### src/rtl/llsc_monitor.sv
// LL/SC reservation monitor: per-channel LLbit, granule address and expiry.
// Decides SC success and clears reservations hit by other channels' stores/SCs.
module llsc_monitor #(
  parameter int NUM_CH   = 1,
  parameter int ADDR_W   = 32,
  parameter int GRAN_LSB = 2,
  parameter int TIMEOUT  = 0,
  parameter int TO_W     = 16
) (
  input  logic                     clk,
  input  logic                     rst,
  input  logic [NUM_CH-1:0]        flush,
  input  logic [NUM_CH-1:0]        ll_valid,
  input  logic [NUM_CH*ADDR_W-1:0] ll_addr,
  input  logic [NUM_CH-1:0]        sc_valid,
  input  logic [NUM_CH*ADDR_W-1:0] sc_addr,
  input  logic [NUM_CH-1:0]        st_valid,
  input  logic [NUM_CH*ADDR_W-1:0] st_addr,
  output logic [NUM_CH-1:0]        sc_ok,
  output logic [NUM_CH-1:0]        llbit_o
);

  localparam int GW = ADDR_W - GRAN_LSB;

  typedef logic [GW-1:0] gran_t;

  gran_t ll_g   [NUM_CH];
  gran_t sc_g   [NUM_CH];
  gran_t st_g   [NUM_CH];
  gran_t resv_g [NUM_CH];

  logic [NUM_CH-1:0] llbit;
  logic [NUM_CH-1:0] sc_base;
  logic [NUM_CH-1:0] sc_blk;
  logic [NUM_CH-1:0] ok_v;
  logic [NUM_CH-1:0] kill;
  logic [NUM_CH-1:0] expire;

  // Byte-offset bits below the granule never take part in matching.
  logic unused_lo;
  assign unused_lo = ^{ll_addr, sc_addr, st_addr};

  always_comb begin
    for (int c = 0; c < NUM_CH; c++) begin
      sc_base[c] = ~rst & sc_valid[c] & llbit[c]
                 & (sc_g[c] == resv_g[c])
                 & ~ll_valid[c] & ~flush[c];
    end
  end

  // Same-cycle foreign stores order first; lowest index wins a granule.
  always_comb begin
    ok_v   = '0;
    sc_blk = '0;
    for (int c = 0; c < NUM_CH; c++) begin
      for (int k = 0; k < NUM_CH; k++) begin
        if (k != c && st_valid[k] && st_g[k] == sc_g[c])
          sc_blk[c] = 1'b1;
        if (k < c && ok_v[k] && sc_g[k] == sc_g[c])
          sc_blk[c] = 1'b1;
      end
      ok_v[c] = sc_base[c] & ~sc_blk[c];
    end
  end

  always_comb begin
    kill = '0;
    for (int c = 0; c < NUM_CH; c++) begin
      for (int k = 0; k < NUM_CH; k++) begin
        if (k != c) begin
          if (st_valid[k] && st_g[k] == resv_g[c])
            kill[c] = 1'b1;
          if (ok_v[k] && sc_g[k] == resv_g[c])
            kill[c] = 1'b1;
        end
      end
    end
  end

  assign sc_ok   = ok_v;
  assign llbit_o = llbit;

  for (genvar c = 0; c < NUM_CH; c++) begin : g_ch
    localparam int BASE = c * ADDR_W + GRAN_LSB;

    assign ll_g[c] = ll_addr[BASE +: GW];
    assign sc_g[c] = sc_addr[BASE +: GW];
    assign st_g[c] = st_addr[BASE +: GW];

    if (TIMEOUT > 0) begin : g_to
      localparam logic [TO_W-1:0] LAST = TO_W'(TIMEOUT - 1);
      logic [TO_W-1:0] cnt;

      always_ff @(posedge clk or posedge rst) begin
        if (rst)
          cnt <= '0;
        else if (ll_valid[c])
          cnt <= '0;
        else if (llbit[c] && cnt != '1)
          cnt <= cnt + TO_W'(1);
      end

      assign expire[c] = llbit[c] & (cnt == LAST);
    end else begin : g_noto
      assign expire[c] = 1'b0;
    end

    always_ff @(posedge clk or posedge rst) begin
      if (rst) begin
        llbit[c]  <= 1'b0;
        resv_g[c] <= '0;
      end else if (flush[c]) begin
        llbit[c]  <= 1'b0;
      end else if (ll_valid[c]) begin
        llbit[c]  <= 1'b1;
        resv_g[c] <= ll_g[c];
      end else if (sc_valid[c]) begin
        llbit[c]  <= 1'b0;
      end else if (kill[c]) begin
        llbit[c]  <= 1'b0;
      end else if (expire[c]) begin
        llbit[c]  <= 1'b0;
      end
    end
  end

endmodule
### config.mk
export PLATFORM = sky130hd
export DESIGN_NAME = llsc_monitor
export DESIGN_NICKNAME = d
export VERILOG_FILES = /design/src/rtl/llsc_monitor.sv
export SDC_FILE = /design/constraint.sdc
export NUM_CORES = 1
export LEC_CHECK = 0
export CAP_MARGIN = 20
export CORE_ASPECT_RATIO = 2
export CORE_UTILIZATION = 39
export CTS_BUF_LIST = sky130_fd_sc_hd__clkbuf_4 sky130_fd_sc_hd__clkbuf_8
export DETAILED_ROUTE_END_ITERATION = 6
export PLACE_DENSITY = 0.95
export SLEW_MARGIN = 20
export SYNTH_ARGS = -nofsm -noshare
export SYNTH_HDL_FRONTEND = slang
export SYNTH_SLANG_ARGS = --single-unit
### constraint.sdc
create_clock -name clk -period 2.35 [get_ports clk]
set_input_delay 0.235 -clock clk [delete_from_list [all_inputs] [get_ports clk]]
set_output_delay 0.235 -clock clk [all_outputs]
set_load 0.03 [all_outputs]
* Yosys cells after proc, flatten, opt, wreduce, memory -nomap -nowiden *
Index checks and enable logic that the tools add are counted.

cells by class
  equal/unequal tests = 1
  muxes and demuxes = 3
  bitwise gates (word level) = 8
  reductions and logical operators = 2

operators with widths
  kind               number
  $eq 30x30->1       1
  $and 1x1->1        5
  $mux 1             3
  $not 1->1          3
  $reduce_bool 3->1  1
  $reduce_and 2->1   1

word-level totals
  flip-flop bits (word level) = 31
  input bits = 102

* Longest topological paths before layout *
  depth in word-level cells = 6
  depth in mapped cells = 4

* Worst setup path before layout *
No wires, ideal clock.

  kind = register to output
  from = register llbit, in the netlist llbit_o
  to = output port sc_ok
  arrival time = 1553 ps
  setup slack = 562 ps
  cell stages (with the launch flop) = 4
  buffers on the path = 0
  path through = dfrtp_1 nor4b_1 nand4_1 nor4_2

on the way
  word-level cells in the longest chain between the ends = 4

RTL lines
  what                             RTL line  RTL
  start, declared                  32        logic [NUM_CH-1:0] llbit;
  start signal, assigned by index  110       llbit[c] <= 1'b0;
  start signal, assigned by index  113       llbit[c] <= 1'b0;
  start signal, assigned by index  115       llbit[c] <= 1'b1;
  $and 1x1->1                      45        sc_base[c] = ~rst & sc_valid[c] & llbit[c]
  $and 1x1->1                      46        & (sc_g[c] == resv_g[c])
  $and 1x1->1 (2 in series)        47        & ~ll_valid[c] & ~flush[c];
  end, declared                    19        output logic [NUM_CH-1:0] sc_ok,

No other way between the ends.

* Final worst setup path *
  from = register resv_g[24] (netlist name)
  to = output port sc_ok

on the way
  word-level cells in the longest chain between the ends = 4

RTL lines
  what                             RTL line  RTL
  start, declared                  30        gran_t resv_g [NUM_CH];
  start signal, assigned by index  116       resv_g[c] <= ll_g[c];
  $eq 30x30->1                     46
  $and 1x1->1                      46
  $and 1x1->1 (2 in series)        47

No other way between the ends.

==> impl_metrics.tcl <==
set metrics [dict create \
    die-area_um2 4150 \
    seq_area_frac_synth_pct 51.2 \
    cts_resized 0 \
    grt_max_degree 32 \
    num_io_pins 104 \
    cts_setup_buffers 0 \
    fin_nets 286 \
    drcViolationCount 0 \
    antenna_found_initial 0 \
    cp_max_fo 2 \
    wl_per_cell_um 15.0 \
    fill_cells 286 \
    syn_avg_cell_area_um2 13.7 \
    p_leak_nw 0.947 \
    worst_setup_path_end_kind "output port" \
    worst_slew_pin_slew_ps 411 \
    grt_pass1_wl_um 5480 \
    postCtsHoldBufs 0 \
    synth_seq_cells 31 \
    finalWirelength_um 3520 \
    period_share_pct 85.9 \
    required_ps 2120 \
    clkTransAtPathRegs_ps 60 \
    ctsLongestPathBuffers 2 \
    route.vias.total 1128 \
    fmax_mhz 495 \
    root_buffer "clkbuf_8" \
    cts.sinks 31 \
    final-setup-viol-count 0 \
    syn2layout_area_growth_pct 54.5 \
    hold_viol 0 \
    place_congestion 0.799 \
    critPathArrivalTime_ps 1780 \
    yosysTopAreaCell "dfrtp_1" \
    row_count 31 \
    ant_nets 0 \
    power_density_nw_per_um2 617 \
    dieWidth_um 46.1 \
    report.final.slew_viol_count 0 \
    portBuffers 66 \
    yosys_warnings 0 \
    path_class "register to output port" \
    detailed_place_hpwl_um 2940 \
    grt_pass1_vias 1344 \
    slowest_stage "nor4_1" \
    netlist_instances 111 \
    fin_tns_setup_ps 0 \
    fin_crit_ps 2020 \
    irDropWorstVdd_uv 421 \
    drive_above_1_share_pct 24.9 \
    viasPerCell 4.82 \
    die_y_um 90.2 \
    fin_cells 234 \
    synth_area_um2 1520 \
    clk_latency_ps 270 \
    cp_slowest_stage_delay_ps 420 \
    gr-total-overflow 0 \
    core_um2 3650 \
    htree_levels 2 \
    rsz0062_at_grt "no" \
    yosysTopAreaCellShare_pct 51.2 \
    cap_viol_max_count 0 \
    synth.area.top_cells "dfrtp_1, mux2_2, xor2_1" \
    min_path_type "primary input to asynchronous set/reset pin" \
    path_cells "xor2_1, nor4_1, nand4_1, nor4_2, buf_4" \
    cts_buffers 5 \
    synth_cell_type_count 14 \
    syn_nets 213 \
    cp_top_family "simple AND/OR/NAND/NOR gates" \
    first_iter_violations 23 \
    worst_clock_skew_ps 0 \
    diodes 0 \
    startpoint_type "register" \
    cts_tree "yes" \
    drt-pass1-iter-count 4 \
    grt.total_usage_pct 19.0 \
    start_util_pct 41.6 \
    placedCellCount 226 \
    maxSlewHeadroom_pct 72.3 \
    critical_path_buf_inv_count 1 \
    status "finished, final reports clean" \
]
[cells in the mapped netlist (all sizes together)]
cell type / instances
mux2: 30
dfrtp: 31
nor4b: 1
nor2b: 1
nand4: 3
buf: 3
nor2: 1
a21oi: 1
xor2: 24
nand2: 1
inv: 2
nor4: 7
xnor2: 6
[registers in the layout, indices dropped and copies added, names as in the netlist]
signal / flops
resv_g: 30
llbit_o: 1
[metal layers]
| metal | share of wire (%) | global-route usage (%) | vias to the layer above | routed length (um) |
|---|---|---|---|---|
| li1 | - | - | 531 | - |
| met1 | 30 | 14.2 | 545 | 1070 |
| met2 | 61 | 36.4 | 42 | 2160 |
| met3 | 4.7 | 3.82 | 10 | 165 |
| met4 | 3.6 | 13.0 | 0 | 128 |
| met5 | 0 | 0 | - | 0 |
[worst min-delay path: cells and delay by family]
family                 cells  cell delay [ps]
buffers and inverters      3              830
[metrics by stage]
stage | util [%] | hold WS, ps | instance area, um2 | worst slack [ps] | total power, mW
after floorplan | - | 301 | 1520 | 562 | 0.839
after global placement | 61.4 | 509 | 2240 | 331 | 0.973
after detailed placement | 61.4 | 520 | 2240 | 339 | 1.00
after CTS | 64.2 | 371 | 2340 | 288 | 1.47
after global routing | 64.2 | 431 | 2340 | 248 | 1.52
final | 64.2 | 371 | 2340 | 332 | 1.44
[cells in the final DEF (no fill, tap or decap), drive strengths merged, types with 2 or more instances in the layout]
cell type       n
xnor2           6
dfrtp          31
buf             4
clkdlybuf4s50  65
xor2           24
nor4            7
clkbuf          8
mux2           30
inv             2
nand4           3
[kinds of logic after synthesis]
group | Yosys count | share of synthesized area [%]
AOI/OAI and AO/OA | 1 | 0.330
xor gates and xnor gates | 30 | 17.3
DFF | 31 | 51.2
and+or+nand+nor | 14 | 6.85
muxes | 30 | 22.3
buffers and inverters | 5 | 1.98
[final timing paths]
kind,start,to,slack (ps),cells past startpoint
min in group clk,resv_g[8],resv_g[8],530,1
worst max-delay path,resv_g[24],sc_ok,330,5
worst min register to register,resv_g[8],resv_g[8],530,1
worst min-delay path,rst,resv_g[17],370,3
max in group asynchronous,rst,resv_g[25],1700,3
worst max register to register,resv_g[23],resv_g[23],1560,1
[power by group]
group	total (mW)	internal (mW)	switching, mW
registers	0.666	0.612	0.0539
clock network	0.460	0.278	0.181
logic	0.319	0.214	0.105
[layout make-up]
cell class / instances / area, um2 / share of cell area [%]
Clock buffer: 8 / 104 / 4.44
Inverter: 2 / 7.51 / 0.321
Multi-Input combinational cell: 75 / 712 / 30.4
Sequential cell: 31 / 776 / 33.1
Tap cell: 49 / 61.3 / 2.62
Timing Repair Buffer: 69 / 681 / 29.1
No activity file was read; power rests on OpenSTA's default activity.
